### src/rtl/phase_cmd_pkg.sv
// Shared opcodes, response codes, offset width and decoder state encoding
// for the phase array command decoder.
package phase_cmd_pkg;

    localparam int OFFSET_W = 24;

    localparam logic [7:0] OP_PING   = 8'h00;
    localparam logic [7:0] OP_SET    = 8'h01;
    localparam logic [7:0] OP_COMMIT = 8'h02;
    localparam logic [7:0] OP_READ   = 8'h03;

    localparam logic [7:0] RSP_ACK  = 8'h06;
    localparam logic [7:0] RSP_NAK  = 8'h15;
    localparam logic [7:0] RSP_PING = 8'hA5;

    typedef enum logic [2:0] {
        ST_IDLE,
        ST_GET_CH,
        ST_GET_B2,
        ST_GET_B1,
        ST_GET_B0,
        ST_RESP
    } state_t;

endpackage

### src/rtl/phase_resp_tx.sv
// Response sequencer: loaded with a 1- or 3-byte count and a 24-bit payload,
// presents the bytes MSB first on a registered valid/ready output.
module phase_resp_tx
    import phase_cmd_pkg::*;
(
    input  logic                clk,
    input  logic                rst,
    input  logic                load_i,
    input  logic [1:0]          count_i,
    input  logic [OFFSET_W-1:0] payload_i,
    output logic [7:0]          m_tdata_o,
    output logic                m_tvalid_o,
    input  logic                m_tready_i,
    output logic                done_o
);

    logic [7:0]  data_q, data_d;
    logic [15:0] rest_q, rest_d;
    logic [1:0]  cnt_q, cnt_d;
    logic        valid_q, valid_d;

    always_comb begin
        data_d  = data_q;
        rest_d  = rest_q;
        cnt_d   = cnt_q;
        valid_d = valid_q;
        if (load_i) begin
            valid_d = 1'b1;
            cnt_d   = count_i;
            if (count_i == 2'd3) begin
                data_d = payload_i[23:16];
                rest_d = payload_i[15:0];
            end else begin
                data_d = payload_i[7:0];
                rest_d = 16'h0000;
            end
        end else if (valid_q && m_tready_i) begin
            // Next byte appears the cycle after each handshake.
            if (cnt_q > 2'd1) begin
                data_d = rest_q[15:8];
                rest_d = {rest_q[7:0], 8'h00};
                cnt_d  = cnt_q - 2'd1;
            end else begin
                valid_d = 1'b0;
                cnt_d   = 2'd0;
            end
        end
    end

    always_ff @(posedge clk or negedge rst) begin
        if (!rst) begin
            data_q  <= 8'h00;
            rest_q  <= 16'h0000;
            cnt_q   <= 2'd0;
            valid_q <= 1'b0;
        end else begin
            data_q  <= data_d;
            rest_q  <= rest_d;
            cnt_q   <= cnt_d;
            valid_q <= valid_d;
        end
    end

    assign m_tdata_o  = data_q;
    assign m_tvalid_o = valid_q;
    assign done_o     = valid_q && m_tready_i && (cnt_q == 2'd1);

endmodule

### src/rtl/phase_cmd_decoder.sv
// UART byte command decoder with shadow/active phase offset banks and reload pulse.
// Optional inter-byte timeout enabled by defining PHASE_CMD_TIMEOUT_EN.
module phase_cmd_decoder
    import phase_cmd_pkg::*;
#(
    parameter int OUTPUTS        = 16,
    parameter int TIMEOUT_CYCLES = 5000000
) (
    input  logic                        clk,
    input  logic                        rst,
    input  logic [7:0]                  s_tdata,
    input  logic                        s_tvalid,
    output logic                        s_tready,
    output logic [7:0]                  m_tdata,
    output logic                        m_tvalid,
    input  logic                        m_tready,
    output logic [OFFSET_W*OUTPUTS-1:0] offsets,
    output logic                        reload_n
);

    localparam logic [8:0] NUM_CH = 9'(OUTPUTS);

    state_t state_q, state_d;
    logic [7:0] op_q, op_d;
    logic [7:0] ch_q, ch_d;
    logic [7:0] b2_q, b2_d;
    logic [7:0] b1_q, b1_d;
    logic       rdy_q;
    logic       reload_n_q;

    logic                accept;
    logic                load;
    logic [1:0]          load_cnt;
    logic [OFFSET_W-1:0] load_payload;
    logic [OFFSET_W-1:0] rd_data;
    logic                set_we;
    logic                commit;
    logic                rsp_done;

    // rdy_q keeps s_tready low while reset is held and for the release edge.
    assign s_tready = rdy_q && (state_q != ST_RESP);
    assign accept   = s_tvalid && s_tready;
    assign reload_n = reload_n_q;

`ifdef PHASE_CMD_TIMEOUT_EN
    logic [31:0] tmo_q, tmo_d;
    logic        in_get;
    logic        tmo_hit;

    always_comb begin
        in_get  = (state_q == ST_GET_CH) || (state_q == ST_GET_B2) ||
                  (state_q == ST_GET_B1) || (state_q == ST_GET_B0);
        tmo_hit = in_get && !accept && (tmo_q == 32'(TIMEOUT_CYCLES - 1));
        tmo_d   = (in_get && !accept && !tmo_hit) ? tmo_q + 32'd1 : 32'd0;
    end

    always_ff @(posedge clk or negedge rst) begin
        if (!rst) tmo_q <= 32'd0;
        else      tmo_q <= tmo_d;
    end
`else
    // Timeout disabled: parameter only kept for a uniform instantiation interface.
    logic unused_timeout;
    assign unused_timeout = ^32'(TIMEOUT_CYCLES);
`endif

    always_comb begin
        rd_data = '0;
        for (int j = 0; j < OUTPUTS; j++) begin
            if (s_tdata == 8'(j)) rd_data = offsets[OFFSET_W*j +: OFFSET_W];
        end
    end

    always_comb begin
        state_d      = state_q;
        op_d         = op_q;
        ch_d         = ch_q;
        b2_d         = b2_q;
        b1_d         = b1_q;
        load         = 1'b0;
        load_cnt     = 2'd1;
        load_payload = '0;
        set_we       = 1'b0;
        commit       = 1'b0;
        case (state_q)
            ST_IDLE: begin
                if (accept) begin
                    op_d = s_tdata;
                    case (s_tdata)
                        OP_SET, OP_READ: state_d = ST_GET_CH;
                        OP_PING: begin
                            load         = 1'b1;
                            load_payload = {16'h0000, RSP_PING};
                            state_d      = ST_RESP;
                        end
                        OP_COMMIT: begin
                            commit       = 1'b1;
                            load         = 1'b1;
                            load_payload = {16'h0000, RSP_ACK};
                            state_d      = ST_RESP;
                        end
                        default: begin
                            load         = 1'b1;
                            load_payload = {16'h0000, RSP_NAK};
                            state_d      = ST_RESP;
                        end
                    endcase
                end
            end
            ST_GET_CH: begin
                if (accept) begin
                    ch_d = s_tdata;
                    if (op_q == OP_SET) begin
                        state_d = ST_GET_B2;
                    end else begin
                        load    = 1'b1;
                        state_d = ST_RESP;
                        if ({1'b0, s_tdata} < NUM_CH) begin
                            load_cnt     = 2'd3;
                            load_payload = rd_data;
                        end else begin
                            load_payload = {16'h0000, RSP_NAK};
                        end
                    end
                end
            end
            ST_GET_B2: begin
                if (accept) begin
                    b2_d    = s_tdata;
                    state_d = ST_GET_B1;
                end
            end
            ST_GET_B1: begin
                if (accept) begin
                    b1_d    = s_tdata;
                    state_d = ST_GET_B0;
                end
            end
            ST_GET_B0: begin
                if (accept) begin
                    load    = 1'b1;
                    state_d = ST_RESP;
                    if ({1'b0, ch_q} < NUM_CH) begin
                        set_we       = 1'b1;
                        load_payload = {16'h0000, RSP_ACK};
                    end else begin
                        load_payload = {16'h0000, RSP_NAK};
                    end
                end
            end
            ST_RESP: begin
                if (rsp_done) state_d = ST_IDLE;
            end
            default: state_d = ST_IDLE;
        endcase
`ifdef PHASE_CMD_TIMEOUT_EN
        if (tmo_hit) begin
            load         = 1'b1;
            load_cnt     = 2'd1;
            load_payload = {16'h0000, RSP_NAK};
            state_d      = ST_RESP;
        end
`endif
    end

    always_ff @(posedge clk or negedge rst) begin
        if (!rst) begin
            state_q    <= ST_IDLE;
            op_q       <= 8'h00;
            ch_q       <= 8'h00;
            b2_q       <= 8'h00;
            b1_q       <= 8'h00;
            rdy_q      <= 1'b0;
            reload_n_q <= 1'b0;
        end else begin
            state_q    <= state_d;
            op_q       <= op_d;
            ch_q       <= ch_d;
            b2_q       <= b2_d;
            b1_q       <= b1_d;
            rdy_q      <= 1'b1;
            reload_n_q <= !commit;
        end
    end

    genvar gi;
    generate
        for (gi = 0; gi < OUTPUTS; gi++) begin : g_ch
            logic [OFFSET_W-1:0] shadow_q;
            logic [OFFSET_W-1:0] active_q;

            always_ff @(posedge clk or negedge rst) begin
                if (!rst) begin
                    shadow_q <= OFFSET_W'(gi * 10);
                    active_q <= OFFSET_W'(gi * 10);
                end else begin
                    if (set_we && (ch_q == 8'(gi))) shadow_q <= {b2_q, b1_q, s_tdata};
                    if (commit) active_q <= shadow_q;
                end
            end

            assign offsets[OFFSET_W*gi +: OFFSET_W] = active_q;
        end
    endgenerate

    phase_resp_tx u_resp_tx (
        .clk        (clk),
        .rst        (rst),
        .load_i     (load),
        .count_i    (load_cnt),
        .payload_i  (load_payload),
        .m_tdata_o  (m_tdata),
        .m_tvalid_o (m_tvalid),
        .m_tready_i (m_tready),
        .done_o     (rsp_done)
    );

endmodule
### config.mk
export PLATFORM = sky130hd
export DESIGN_NAME = phase_cmd_decoder
export DESIGN_NICKNAME = d
export VERILOG_FILES = /design/src/rtl/phase_cmd_pkg.sv /design/src/rtl/phase_resp_tx.sv /design/src/rtl/phase_cmd_decoder.sv
export SDC_FILE = /design/constraint.sdc
export NUM_CORES = 2
export LEC_CHECK = 0
export CAP_MARGIN = 20
export CORE_MARGIN = 4
export CORE_UTILIZATION = 46
export DETAILED_ROUTE_END_ITERATION = 8
export MAX_ROUTING_LAYER = met4
export PLACE_DENSITY = 0.68
export SLEW_MARGIN = 20
export SYNTH_ARGS = -nofsm -noshare
export SYNTH_HDL_FRONTEND = slang
export SYNTH_SLANG_ARGS = --single-unit
export TNS_END_PERCENT = 10
### constraint.sdc
create_clock -name clk -period 3 [get_ports clk]
set_clock_uncertainty 0.2 [all_clocks]
set_input_delay 0.6 -clock clk [delete_from_list [all_inputs] [get_ports clk]]
set_output_delay 0.6 -clock clk [all_outputs]
set_load 0.01 [all_outputs]
Word-level counts from Yosys, hierarchy flattened

Cells that the tools add are included.

Bits in registers: 832
Bits of input ports: 12
Output and inout bits: 395

$add $sub $neg: 1
Magnitude comparators: 3
Equality and inequality tests: 46
Mux-type cells: 63
Reductions and logical operators: 34

Operators by type and width:

| cell                                                                          | number |
|---|---|
| 24-bit two-way mux                                                            | 19 |
| 8-bit by 4-bit equality test with 1-bit output (second input constant)        | 16 |
| 24-bit case mux with 3 select lines                                           | 1 |
| 8-bit by 3-bit equality test with 1-bit output (second input constant)        | 8 |
| 16-bit two-way mux                                                            | 4 |
| 8-bit two-way mux                                                             | 5 |
| 8-bit by 2-bit equality test with 1-bit output (second input constant)        | 4 |
| 8-bit by 1-bit equality test with 1-bit output (second input constant)        | 3 |
| 3-bit two-way mux                                                             | 8 |
| 8-bit case mux with 3 select lines                                            | 1 |
| 1-bit logical AND                                                             | 20 |
| 3-bit case mux with 6 select lines                                            | 1 |
| 8-bit logical NOT                                                             | 2 |
| 8-bit by 5-bit less-than comparator with 1-bit output (second input constant) | 2 |
| 1-bit two-way mux                                                             | 14 |
| 2-bit two-way mux                                                             | 7 |
| 2-bit != test (second input constant)                                         | 7 |
| 2-bit AND reduction                                                           | 6 |
| 5-bit two-way mux                                                             | 2 |
| 3-bit by 2-bit equality test with 1-bit output (second input constant)        | 2 |
| 3-bit equality test (second input constant)                                   | 2 |
| 6-bit AND reduction                                                           | 1 |
| 2-bit nonzero test                                                            | 2 |
| 3-bit by 1-bit equality test with 1-bit output (second input constant)        | 1 |
| other kinds (9)                                                               | 9 |

Depth between registers and ports, before layout

Depth after elaboration: 23
Mapped depth: 11
Depth with buffers taken out: 6

Cells and area by module

Synthesis repeated with hierarchy kept, for this count alone.

Cells, all modules: 3324
Area, all modules: 35794.3 µm²

Modules (own cells, without submodules):

| module            | instances | cells an instance | area an instance (µm²) |
|---|---|---|---|
| phase_cmd_decoder | 1         | 3208              | 34471.8 |
| phase_resp_tx     | 1         | 116               | 1322.5 |

Worst setup path before layout

No wires, ideal clock.

Kind: input to register
Start point: input port s_tdata[5]
End point: register g_ch[0].active_q[10]
Setup time: 0.125 ns
Arrival time: 2.466 ns
Data required time: 2.675 ns
Slack: 0.210 ns
Stages: 7
Path buffers: 3
Cells stage by stage: or4_1 -> clkbuf_1 -> nor3_2 -> nand3_2 -> clkbuf_1 -> clkbuf_1 -> mux2_2

Cells in the longest elaborated chain, start to end: 4

RTL lines:

| element                                        | RTL line                 | RTL |
|---|---|---|
| start: declaration                             | phase_cmd_decoder.sv:11  | `input logic [7:0] s_tdata,` |
| 8-bit by 2-bit equality test with 1-bit output | phase_cmd_decoder.sv:89  | `case (s_tdata)` |
| 1-bit two-way mux                              | phase_cmd_decoder.sv:89  |  |
| 1-bit two-way mux                              | phase_cmd_decoder.sv:87  | `if (accept) begin` |
| 1-bit two-way mux                              | phase_cmd_decoder.sv:85  | `case (state_q)` |
| end signal: assignment                         | phase_cmd_decoder.sv:195 | `active_q <= OFFSET_W'(gi * 10);` |
| end signal: assignment                         | phase_cmd_decoder.sv:198 | `if (commit) active_q <= shadow_q;` |
| end: declaration                               | phase_cmd_decoder.sv:190 | `logic [OFFSET_W-1:0] active_q;` |

Every way passes these cells.
A chain may end at the register's enable or synchronous reset.

Final worst setup path

Start point: register state_q[0]
End point: output port s_tready

Cells in the longest elaborated chain, start to end: 2

RTL lines:

| element                  | RTL line                 | RTL |
|---|---|---|
| start: declaration       | phase_cmd_decoder.sv:23  | `state_t state_q, state_d;` |
| start signal: assignment | phase_cmd_decoder.sv:176 | `state_q <= state_d;` |
| 3-bit != test            | phase_cmd_decoder.sv:41  | `assign s_tready = rdy_q && (state_q != ST_RESP);` |
| 1-bit logical AND        | phase_cmd_decoder.sv:41  |  |
| end: declaration         | phase_cmd_decoder.sv:13  | `output logic s_tready,` |

Every way passes these cells.

==> flow_summary_export.csv <==
group,metric,value,unit
sta,finalSetupViolCount,0,
hold_path,hold_path.class,"reg -> reg",
worst_setup_path,r2r_cells,6,
cells_and_area,fillers,5843,
worst_setup_path,cp-end-kind,"output pin",
die,die_width,285,microns
cts,root_buffer,"clkbuf_16",
place,place_ws,-0.936,ns
yosys,synth_warnings,0,
cts,worst_skew_pair.late_latency,0.64,ns
sta,fin_crit_sh,97.7,%
worst_setup_path,cp_max_fo,9,
power,clockPowerShare,44.0,%
sta,fin_ws,0.0678,ns
hold_path,worstHoldStart,"g_ch[0].shadow_q[16]",
yosys,synth-seq-area-share,59.4,%
worst_setup_path,reg2reg_slack,0.10,ns
route,initialDrtViolationCount,2022,
power,power_density,557,nW/um^2
power,netSwitchingFraction,23.8,%
worst_setup_path,worstPathCellList,"buf_4 > nand2_1 > o21a_1 > clkdlybuf4s50_1",
worst_setup_path,crit_type,"reg -> out",
cts,clock_path_buffers,3,
global_route,grt_pass1_wl,178000,microns
hold_path,hold_depth,1,
worst_setup_path,critPathLaunchType,"register",
outcome,status,"completed",
yosys,synth-edff-count,0,
worst_setup_path,regToRegEndpoint,"g_ch[0].shadow_q[17]",
cells_and_area,drive_gt1_share,43.5,%
worst_setup_path,cp.buffers_inverters,2,
sta,worstMarginPinSlew,1.01,ns
power,pwr-share-comb,8.1,%
sta,finalMaxSlewViolations,0,
yosys,ys.flop_type,"dfrtp_1",
yosys,synth_cell_types,70,
cts,cts.sinks,832,
global_route,antenna_found_initial,6,
worst_setup_path,crit_arrival,2.13,ns
place,dp_hpwl,86600,microns
sta,fmax,341,MHz
sta,fin_crit,2.93,ns
job,cap_violations,0,
cells_and_area,syn_to_final_growth,29.5,%
sta,rsz0062_at_grt,"false",
global_route,track_usage,30.4,%
cts,cts_tree,"yes",
sta,tns,0,ns
die,dieArea,81100,sq um
yosys,syn_nets,2462,
power,ir_drop,0.357,mV
worst_setup_path,critical_path.top_delay_family,"buffers and inverters",
cts,clk_pin_slew_worst_paths,0.06,ns
yosys,ys_ff_latch,832,
power,internal_power,0.0194,W
die,start_util,46.4,%
route,drt-wirelength-per-cell,29.3,microns
yosys,synth-async-reset-ratio,100,%
place,portBuffers,406,
global_route,grt_max_degree,92,
worst_setup_path,cp.depth,4,
sta,relSlewSlack,33.0,%
die,io_pins,407,
die,core_area,75900,sq um
power,pwr-share-seq,47.9,%
route,via_per_inst,5.86,
sta,fin_hold_ws,0.283,ns
cells_and_area,utilization,60.1,%
power,leakagePower,21.6,nW
global_route,grt_pass1_vias,25200,
hold_path,hold_end,"g_ch[0].shadow_q[16]",
yosys,avgSynthCellArea,14.4,sq um
die,rows,101,
route,vias,24100,
cts,numCtsBuffers,87,
power,p_total,0.0254,W
yosys,netlist_instances,2450,
cells_and_area,regArea,20900,sq um
route,dr.pass1.iters,7,
worst_setup_path,cp.required,2.20,ns
sta,hold_viol_final,0,
route,drc,0,
route,finalWirelength,121000,microns
global_route,gr-total-overflow,0,
worst_setup_path,cpPeakStageDelay,0.59,ns
place,routabilityCongestion,0.951,
worst_setup_path,r2r_start,"ch_q[7]",
die,die_h,285,microns
power,power.switching,0.00606,W
yosys,syn-cell-area,35200,sq um
cts,h-tree-depth,3,
cells_and_area,nNetsFinal,3031,
route,ant_nets,0,
cells_and_area,multi_input_area,13500,sq um
worst_setup_path,cp_slowest_cell,"clkdlybuf4s50_1",
state kept, by name, indices dropped and copies added, names as in the netlist:
signal	count
g_ch.shadow_q	384
op_q	8
b2_q	8
u_resp_tx.m_tvalid_o	1
ch_q	8
rdy_q	1
u_resp_tx.m_tdata_o	8
g_ch.active_q	384
u_resp_tx.rest_q	16
state_q	3
reload_n	1
u_resp_tx.cnt_q	2
b1_q	8
worst max-delay path by stage:
stage / startpoint / to / slack (ns)
floorplan: s_tdata[5] / g_ch[0].active_q[10] / 0.21
global placement: s_tdata[5] / u_resp_tx.m_tdata_o[6] / -0.89
detailed placement: s_tdata[5] / u_resp_tx.m_tdata_o[6] / -0.94
CTS: s_tdata[7] / u_resp_tx.m_tdata_o[6] / 0.02
global route: ch_q[7] / g_ch[0].shadow_q[10] / 0.01
finish: state_q[0] / s_tready / 0.07
synthesized netlist by cell type, types with 16 or more instances:
cell	number	area [sq um]
nor2_1	64	240
dfstp_2	94	2470
o22ai_1	29	181
o21ai_0	67	335
buf_2	41	205
mux2_2	798	8990
o211ai_1	16	120
dfrtp_1	738	18500
mux2i_1	56	561
mux2_1	22	248
a21oi_1	80	400
nand3_1	21	105
clkbuf_1	118	443
nand2_1	49	184
mux4_2	26	586
buf_1	17	63.8
o221ai_1	17	149
what timing repair did:
| action | 4_1_cts | 5_1_grt |
|---|---|---|
| endpoints found under the setup margin | 62 | 27 |
| endpoints found under the hold margin | 23 | 0 |
| hold buffers | 1 | 0 |
| cloned | 0 | 0 |
| pin swaps | 2 | 1 |
| setup buffers | 1 | 1 |
| gates resized for setup | 2 | 1 |
power by group through the flow:
stage	combinational, W	sequential [W]	clock (W)
finish	0.00207	0.0122	0.0112
global route	0.00222	0.0122	0.0118
CTS	0.00206	0.0122	0.0113
detailed placement	0.00205	0.0124	0
global placement	0.00200	0.0123	0
floorplan	0.00105	0.0122	0
worst reg2reg max path, delay by kind of cell (launching register included):
| kind | cells | cell delay, ns |
|---|---|---|
| and+or+nand+nor | 4 | 1.60 |
| DFF | 1 | 0.37 |
| muxes | 1 | 0.38 |
| buffers and inverters | 1 | 0.23 |
final cells by class:
cell class / instances / area share, %
antenna: 3 / 0.0164
multi-input combinational: 1423 / 29.7
sequential: 832 / 45.9
tap: 1030 / 2.82
clock inverter: 22 / 0.685
clock buffer: 133 / 5.84
inverter: 11 / 0.0905
timing repair buffer: 664 / 15.0
layer usage:
layer,track usage [%],wire length [microns]
met5,-,0
met3,5.59,7650
met1,41.2,52100
met4,10.8,4690
met2,46.5,56500
metrics by stage:
step | cells | instance area, sq um
4_1_cts | 4114 | 45600
3_5_place_dp | 3957 | 42600
2_1_floorplan | 2450 | 35200
3_3_place_gp | 3957 | 42600
6_report | 4118 | 45600
5_1_grt | 4116 | 45600
cells by family after synthesis:
logic type / count (synthesis) / share of synthesized area [%]
AOI/OAI and AO/OA: 312 / 5.82
muxes: 902 / 29.5
other: 1 / 0.0106
buffers and inverters: 195 / 2.33
and+or+nand+nor: 208 / 2.97
DFF: 832 / 59.4
cells in the final DEF (no fill, tap or decap), types with 5 or more instances in the layout:
cell type and instances:
mux2_2 798, dfrtp_1 738, clkdlybuf4s50_1 401, buf_4 191, dfstp_2 94, clkbuf_16 90, a21oi_1 80, buf_12 68
o21ai_0 67, nor2_1 58, mux2i_1 56, nand2_1 49, o22ai_1 29, mux4_2 26, clkbuf_8 25, mux2_1 22
nand3_1 21, clkbuf_1 18, o221ai_1 17, o211ai_1 16, a211oi_1 14, nor2b_1 12, inv_1 10, nor3_1 10
nand2b_1 10, a221oi_1 10, o2bb2ai_1 9, a22oi_1 9, clkinv_2 9, a31oi_1 8, nor2_2 7, bufinv_16 7
o31ai_1 6, and3_1 5, and2_1 5, a32oi_1 5
(Power assumes the default switching activity.)
